==> src/rtl/rom_port_arbiter.sv <==
`timescale 1ns/1ps
// Two-requester arbiter for a shared image ROM, with a {valid,id} tag pipeline matching the ROM read latency.
// Define ROM_BURST_LOCK_EN to keep the owner for up to BURST beats; otherwise contention alternates per beat.
module rom_port_arbiter #(
  parameter int AW     = 16,
  parameter int DW     = 64,
  parameter int RD_LAT = 1,
  parameter int BURST  = 9
) (
  input  logic          clk,
  input  logic          reset_n,
  input  logic          req0,
  input  logic          req1,
  input  logic [AW-1:0] addr0,
  input  logic [AW-1:0] addr1,
  input  logic          full0,
  input  logic          full1,
  output logic          gnt0,
  output logic          gnt1,
  output logic [AW-1:0] rom_addr,
  input  logic [DW-1:0] rom_data,
  output logic          vld0,
  output logic          vld1,
  output logic [DW-1:0] rdata
);

  typedef enum logic [1:0] {IDLE, OWN0, OWN1} state_t;

  typedef struct packed {
    logic valid;
    logic id;
  } tag_t;

  state_t        state_q, state_d;
  logic [AW-1:0] addr_q;
  tag_t          tag_q [RD_LAT];
  tag_t          tag_in;
  logic          elig0, elig1;
  logic          lock;
  logic          pick1;

  assign elig0 = req0 & ~full0;
  assign elig1 = req1 & ~full1;

`ifdef ROM_BURST_LOCK_EN
  logic [3:0] cnt_q, cnt_d;
  logic       owner_gnt, owner_elig;

  // Counts beats granted to the current owner; zero means the burst is spent or never started.
  always_comb begin
    owner_gnt  = ((state_q == OWN0) && gnt0) || ((state_q == OWN1) && gnt1);
    owner_elig = ((state_q == OWN0) && elig0) || ((state_q == OWN1) && elig1);
    cnt_d      = cnt_q;
    if (gnt0 || gnt1) begin
      if (owner_gnt) cnt_d = (cnt_q == 4'(BURST - 1)) ? 4'd0 : cnt_q + 4'd1;
      else           cnt_d = (BURST == 1) ? 4'd0 : 4'd1;
    end else if (!owner_elig) begin
      cnt_d = 4'd0;
    end
  end

  always_ff @(posedge clk or negedge reset_n) begin
    if (!reset_n) cnt_q <= 4'd0;
    else          cnt_q <= cnt_d;
  end

  assign lock = (state_q != IDLE) && (cnt_q != 4'd0);
`else
  assign lock = 1'b0;
`endif

  // NOTE: every output of this block gets a default first so no path leaves a latch behind.
  always_comb begin
    pick1 = lock ? (state_q == OWN1) : (state_q == OWN0);
    gnt0  = 1'b0;
    gnt1  = 1'b0;
    if (reset_n) begin
      if (elig0 && elig1) begin
        gnt0 = ~pick1;
        gnt1 = pick1;
      end else begin
        gnt0 = elig0;
        gnt1 = elig1;
      end
    end

    rom_addr = addr_q;
    if (gnt0)      rom_addr = addr0;
    else if (gnt1) rom_addr = addr1;

    state_d = state_q;
    if (gnt0)      state_d = OWN0;
    else if (gnt1) state_d = OWN1;

    tag_in.valid = gnt0 | gnt1;
    tag_in.id    = gnt1;
  end

  // NOTE: state is updated with non-blocking assignments so every register samples pre-edge values.
  always_ff @(posedge clk or negedge reset_n) begin
    if (!reset_n) begin
      state_q <= IDLE;
      addr_q  <= '0;
    end else begin
      state_q <= state_d;
      addr_q  <= rom_addr;
    end
  end

  // NOTE: the tag pipeline is reset so beats in flight at reset never produce a vld.
  always_ff @(posedge clk or negedge reset_n) begin
    if (!reset_n) begin
      for (int i = 0; i < RD_LAT; i++) tag_q[i] <= '0;
    end else begin
      tag_q[0] <= tag_in;
      for (int i = 1; i < RD_LAT; i++) tag_q[i] <= tag_q[i-1];
    end
  end

  assign vld0  = tag_q[RD_LAT-1].valid & ~tag_q[RD_LAT-1].id;
  assign vld1  = tag_q[RD_LAT-1].valid &  tag_q[RD_LAT-1].id;
  assign rdata = rom_data;

endmodule

==> config.mk <==
export PLATFORM = sky130hd
export DESIGN_NAME = rom_port_arbiter
export DESIGN_NICKNAME = d
export VERILOG_FILES = /design/src/rtl/rom_port_arbiter.sv
export SDC_FILE = /design/constraint.sdc
export NUM_CORES = 1
export LEC_CHECK = 0
export CAP_MARGIN = 10
export CORE_AREA = 2 2 71 73
export DETAILED_ROUTE_END_ITERATION = 8
export DIE_AREA = 0 0 73 75
export DONT_BUFFER_PORTS = 1
export PLACE_DENSITY = 0.53
export SETUP_SLACK_MARGIN = 0.3
export SLEW_MARGIN = 20
export SYNTH_ARGS = -nofsm -noshare
export SYNTH_HDL_FRONTEND = slang
export SYNTH_SLANG_ARGS = --single-unit
==> constraint.sdc <==
create_clock -name clk -period 1.62 [get_ports clk]
set_input_delay 0.081 -clock clk [delete_from_list [all_inputs] [get_ports clk]]
set_output_delay 0.081 -clock clk [all_outputs]
set_load 0.01 [all_outputs]
==> results of run 1 <==
[final timing paths]
| check | from | to | slack (ns) | depth (start not counted) |
|---|---|---|---|---|
| setup reg to reg | state_q[0] | addr_q[4] | 0.03 | 5 |
| max in group asynchronous | reset_n | addr_q[1] | 0.97 | 2 |
| setup / recovery | state_q[0] | rom_addr[4] | -0.19 | 5 |
| hold reg to reg | state_q[0] | state_q[0] | 0.54 | 2 |
| min in group asynchronous | reset_n | tag_q[0] | 0.31 | 2 |
| hold / removal | addr0[9] | addr_q[9] | 0.01 | 2 |
[flip-flops by register name (all words and copies together) (netlist names)]
name / cells
addr_q: 16
state_q: 2
tag_q: 2
[cells by family after synthesis]
kind of cell,Yosys count,share of synthesized area
buf+inv,75,0.387
compound gates,21,0.0950
simple gates,21,0.0748
flops,20,0.336
mux,16,0.108
[through the flow]
| step | hold slack, ns | setup WS [ns] |
|---|---|---|
| 6_report | 0.00972 | -0.190 |
| 5_1_grt | 0.00202 | -0.282 |
| 4_1_cts | 0.00679 | -0.193 |
| 3_5_place_dp | -0.214 | 0.0115 |
| 3_3_place_gp | -0.214 | 0.0499 |
| 2_1_floorplan | -0.215 | 0.167 |
[power by group]
part	switching, mW	leakage, nW	internal [mW]
sequential	0.0509	0.230	0.595
clock	0.182	0.0357	0.330
combinational	0.250	0.316	0.239
[cell type report]
type,instances,area share
Inverter,5,0.0153
Tap cell,54,0.0436
Multi-Input combinational cell,58,0.476
Clock buffer,3,0.0266
Sequential cell,20,0.323
Clock inverter,1,0.0194
Timing Repair Buffer,11,0.0960
[layer usage]
metal / up-vias / global-route usage / share of wire
met5: - / 0 / 0
met4: 0 / 0.0535 / 0.023
met3: 22 / 0.0910 / 0.17
met2: 87 / 0.205 / 0.55
met1: 360 / 0.0765 / 0.26
li1: 321 / - / -
[Yosys cell counts, drive strengths merged]
cell type   n  area share
a2111o      1      0.0076
a21oi      16       0.056
and2        1      0.0042
buf        70        0.37
dfrtp      20        0.34
inv         5       0.013
mux2i      16        0.11
nor2       17       0.051
nor2b       3       0.019
o21a        2       0.010
o21ai       1      0.0034
o311ai      1       0.018
[critical path, stage by stage (launching register included)]
cell,delay (ns)
sky130_fd_sc_hd__dfrtp_1,0.38
sky130_fd_sc_hd__nor2b_4,0.14
sky130_fd_sc_hd__o311ai_4,0.27
sky130_fd_sc_hd__buf_8,0.23
sky130_fd_sc_hd__mux2i_1,0.33
sky130_fd_sc_hd__a21oi_4,0.12
[repair_timing]
action,4_1_cts,5_1_grt
hold buffers,3,1
resized for setup,35,20
pin swaps,0,1
cloned,0,1
endpoints found under the hold margin,23,20
buffers inserted,0,1
endpoints found under the setup margin,37,37
[layout by cell type (no fill, tap or decap)]
master / Yosys / final
sky130_fd_sc_hd__nor2_2: 5 / 6
sky130_fd_sc_hd__nor2b_2: 1 / 1
sky130_fd_sc_hd__nor2_4: 0 / 9
sky130_fd_sc_hd__mux2i_2: 0 / 8
sky130_fd_sc_hd__a21oi_4: 0 / 14
sky130_fd_sc_hd__buf_8: 0 / 1
sky130_fd_sc_hd__o311ai_4: 1 / 1
sky130_fd_sc_hd__inv_1: 4 / 3
sky130_fd_sc_hd__dlygate4sd3_1: 0 / 3
sky130_fd_sc_hd__nor2_1: 12 / 2
sky130_fd_sc_hd__o21a_1: 2 / 2
sky130_fd_sc_hd__mux2i_4: 0 / 5
sky130_fd_sc_hd__inv_4: 0 / 2
sky130_fd_sc_hd__buf_12: 1 / 2
sky130_fd_sc_hd__buf_6: 5 / 3
sky130_fd_sc_hd__bufinv_16: 0 / 1
sky130_fd_sc_hd__nor2b_4: 1 / 1
sky130_fd_sc_hd__a2111o_2: 0 / 1
sky130_fd_sc_hd__clkbuf_16: 0 / 1
sky130_fd_sc_hd__dfrtp_1: 20 / 20
sky130_fd_sc_hd__and2_1: 1 / 1
sky130_fd_sc_hd__clkbuf_8: 0 / 3
sky130_fd_sc_hd__mux2i_1: 16 / 3
sky130_fd_sc_hd__nor2b_1: 1 / 1
sky130_fd_sc_hd__a21oi_2: 1 / 2
sky130_fd_sc_hd__o21ai_1: 1 / 1
sky130_fd_sc_hd__buf_2: 0 / 1
==> flow_metrics.tcl, run 1 <==
set metrics [dict create \
    gr_util_all_layers 0.110 \
    tritoncts.num_buffers 3 \
    clock_skew_ns 0.00355 \
    placementRows 25 \
    yosysWarnings 0 \
    timing.final.crit_share 1.12 \
    nets 201 \
    area.growth.synth_to_final_pct 4.12 \
    synthesis.area_mm2 0.00149 \
    worst_pin_slew_ns 0.493 \
    maximum_fanout_encountered_on_the_critical_timing_path 10 \
    globalRouteOverflowTotal 0 \
    maxSlewViolCount 0 \
    sequential_cell_area_um2 500 \
    synthesis.nets 255 \
    dpl-instance-area_mm2 0.00113 \
    worst_slew_margin_rel 0.671 \
    worst_setup_path_start_kind "flip-flop" \
    first_pass_iters 4 \
    die-area_mm2 0.00548 \
    setup_ws_ns -0.190 \
    layout.core_utilization 0.333 \
    outcome "finished with violations" \
    drc 0 \
    placedCellCount 142 \
    cts_tree "yes" \
    cts.htree.levels 1 \
    final-hold-violation-count 0 \
    wl_um 3450 \
    multi_input_logic_area_um2 738 \
    dr_total_vias 790 \
    clock_sink_count 20 \
    power_leakage_nw 0.582 \
    route.detailed.vias_per_inst 5.20 \
    clockRootBuffer "sky130_fd_sc_hd__clkbuf_8" \
    final_layout_size_suffix_gt1_frac 0.633 \
    clock.fmax_mhz 552 \
    die_w_um 73 \
    synth_seq_cells 20 \
    port_buffers 0 \
    crit_path_end_kind "output port" \
    first_iter_violations 27 \
    max_cap_viol_count 0 \
    route.detailed.wl_per_inst_um 22.7 \
    cts_buffer_depth 2 \
    worstSetupPathType "reg2out" \
    ys_seq_area_frac 0.336 \
    synth_area_per_cell_um2 9.73 \
    grt_start_max_net_pins 22 \
    violations_in_the_final_reports "negative setup slack" \
    synth_cell_types 19 \
    gp_congestion 0.649 \
    finalCriticalPeriod_ns 1.81 \
    fin_tns_setup_ns -2.41 \
    timing.hold.worst.class "in2reg" \
    n_fill_cell 462 \
    worst_ep_arrival_time_ns 1.73 \
    cp_data_required_time_ns 1.54 \
    core_region_area_mm2 0.00466 \
    power.ir.vdd_worst_v 0.000379 \
    vias_in_the_first_global_route 858 \
    grt_antenna_before_repair 0 \
    final-setup-viol-count 17 \
    power_density_mw_per_mm2 1060 \
    chipHeight_um 75 \
    detail-route-antenna-nets 0 \
    start_util 0.319 \
    place.detailed.hpwl_um 2560 \
    clkLatencyLatePin_ns 0.26 \
    clkTransAtPathRegs_ns 0.08 \
    layout.cells.non_filler 152 \
    design.portCount 186 \
    diodes 0 \
    first_pass_grt_wire_length_um 4370 \
    rsz0062_at_grt "true" \
    design_power_total_mw 1.65 \
    syn_inst 153 \
    design_area_mm2 0.00155 \
]
(Power assumes the default switching activity.)
==> run 2: changes to the inputs <==
CTS_BUF_LIST = sky130_fd_sc_hd__clkbuf_2   (was not set)
==> run 2 against run 1 <==
Compared with the run above: the run still ends with negative setup slack left; highest routed layer unchanged; setup slack worse by 0.094 ns; hold slack better by 0.019 ns; combinational power up 12%; first-iteration DRC count down 48%; critical endpoint is now rom_addr[11]; maximum frequency down 4.9%.
==> flow_metrics.tcl, run 2 (synthesis gave the netlist of run 1 again) <==
set metrics [dict create \
    outcome "finished with violations" \
    violations_in_the_final_reports "negative setup slack" \
    worstSetupPathType "reg2out" \
    nets 223 \
    first_iter_violations 14 \
    start_util 0.319 \
    final_cell_mix "sky130_fd_sc_hd__dlygate4sd3_1 (25), sky130_fd_sc_hd__dfrtp_1 (20), sky130_fd_sc_hd__a21oi_4 (16)" \
    maxSlewViolCount 0 \
    design_area_mm2 0.00176 \
    drc 0 \
    grt_antenna_before_repair 0 \
    gp_congestion 0.649 \
    area.growth.synth_to_final_pct 18.1 \
    core_region_area_mm2 0.00466 \
    grt.met1_usage 0.0758 \
    die_w_um 73 \
    place_worst_setup_slack_ns 0.0115 \
    route.detailed.wl_per_inst_um 21.1 \
    diodes 0 \
    largest_reg_flops 16 \
    detail-route-antenna-nets 0 \
    critical_path.cell_chain "nor2b_4 > a2111o_2 > buf_12 > nor2_2 > a21oi_4" \
    layout.cells.non_filler 174 \
    timing.hold.worst.class "in2reg" \
    setup_ws_ns -0.284 \
    cts_buffer_depth 2 \
    tritoncts.num_buffers 3 \
    rsz0062_at_grt "true" \
    largest-register "addr_q" \
    wl_um 3670 \
    use_met3 0.0910 \
    grt_start_max_net_pins 22 \
    finalCriticalPeriod_ns 1.90 \
    max_cap_viol_count 0 \
    slowest_stage "sky130_fd_sc_hd__a2111o_2" \
    dr_total_vias 874 \
    placementRows 25 \
    design.portCount 186 \
    clkLatencyLatePin_ns 0.33 \
    power_density_mw_per_mm2 898 \
    final-setup-viol-count 18 \
    cts_tree "yes" \
    clkTransAtPathRegs_ns 0.23 \
    worst_setup_path_start_kind "flip-flop" \
    power.ir.vdd_worst_v 0.000391 \
    power_leakage_nw 0.655 \
    critical-path-max-stage-delay_ns 0.51 \
    final_layout_size_suffix_gt1_frac 0.542 \
    worst_slew_margin_rel 0.667 \
    vias_in_the_first_global_route 946 \
    worst_pin_slew_ns 0.499 \
    place.detailed.hpwl_um 2560 \
    layout.core_utilization 0.377 \
    crit_path_end_kind "output port" \
    worst_ep_arrival_time_ns 1.82 \
    chipHeight_um 75 \
    highest_utilization_routing_layer_at_the_global_route_stage "met2" \
    clock_skew_ns 0.0143 \
    clock_sink_count 20 \
    first_pass_iters 4 \
    placedCellCount 142 \
    biggestRegsByFlops "addr_q x16, state_q x2, tag_q x2" \
    final-hold-violation-count 0 \
    fin_tns_setup_ns -4.40 \
    maximum_fanout_encountered_on_the_critical_timing_path 14 \
    first_pass_grt_wire_length_um 4640 \
    die-area_mm2 0.00548 \
    route.detailed.vias_per_inst 5.02 \
    port_buffers 0 \
    globalRouteOverflowTotal 0 \
    cts.htree.levels 1 \
    layout.cells.most_common "sky130_fd_sc_hd__dlygate4sd3_1" \
    clock.fmax_mhz 525 \
    timing.final.crit_share 1.18 \
    final_hold_slack_ns 0.0291 \
    global_route_met2_usage 0.227 \
    gr_util_all_layers 0.116 \
    dpl-instance-area_mm2 0.00113 \
    clockRootBuffer "sky130_fd_sc_hd__clkbuf_2" \
    cp_data_required_time_ns 1.54 \
    design_power_total_mw 1.58 \
]
==> run 2: changes by cell type in the layout (fill, tap and decap cells not counted) <==
cell / previous run / this run
sky130_fd_sc_hd__clkbuf_2: 0 / 3
sky130_fd_sc_hd__nor2_4: 9 / 12
sky130_fd_sc_hd__a21oi_2: 2 / 0
sky130_fd_sc_hd__mux2i_4: 5 / 2
sky130_fd_sc_hd__nor2_2: 6 / 4
sky130_fd_sc_hd__dlygate4sd3_1: 3 / 25
sky130_fd_sc_hd__nor2_1: 2 / 1
sky130_fd_sc_hd__mux2i_2: 8 / 13
sky130_fd_sc_hd__clkbuf_8: 3 / 0
sky130_fd_sc_hd__mux2i_1: 3 / 1
sky130_fd_sc_hd__a21oi_4: 14 / 16
==> run 2: cell type report <==
cell class	count	area (um2)
clock buffer	3	15.0
clock inverter	1	30.0
fill	441	2900
inverter	5	23.8
multi-input combinational	58	752
sequential	20	500
tap	54	67.6
timing repair buffer	33	369
==> run 2: worst paths after layout <==
path	to	start	slack, ns	cells past startpoint
setup / recovery	rom_addr[11]	state_q[0]	-0.28	5
hold / removal	addr_q[10]	addr1[10]	0.03	2
setup reg to reg	addr_q[11]	state_q[0]	0.03	5
hold reg to reg	state_q[0]	state_q[0]	0.56	2
max in group asynchronous	addr_q[2]	reset_n	1.07	2
min in group asynchronous	tag_q[0]	reset_n	0.20	2
==> run 2: repair_timing <==
item                       4_1_cts  5_1_grt
pin swaps                        0        1
hold endpoints to repair        38       25
resized for setup               39       21
setup endpoints to repair       37       37
setup buffers                    0        1
gates cloned                     0        1
hold buffers                    20        6
==> run 2: where the power goes <==
group	switching, mW	internal, mW	total [mW]
Sequential	0.0480	0.594	0.642
Clock	0.175	0.213	0.388
Combinational	0.274	0.275	0.550
==> run 2: critical path: cells and delay by family (launching register included) <==
kind | cells | cell delay [ns]
flops | 1 | 0.43
buf+inv | 1 | 0.21
compound gates | 2 | 0.57
simple gates | 2 | 0.28
==> run 2: metal layers <==
layer / wire length, um / share of wire
met5: 0 / 0
met4: 92 / 0.025
met3: 558 / 0.15
met2: 1980 / 0.54
met1: 1050 / 0.28
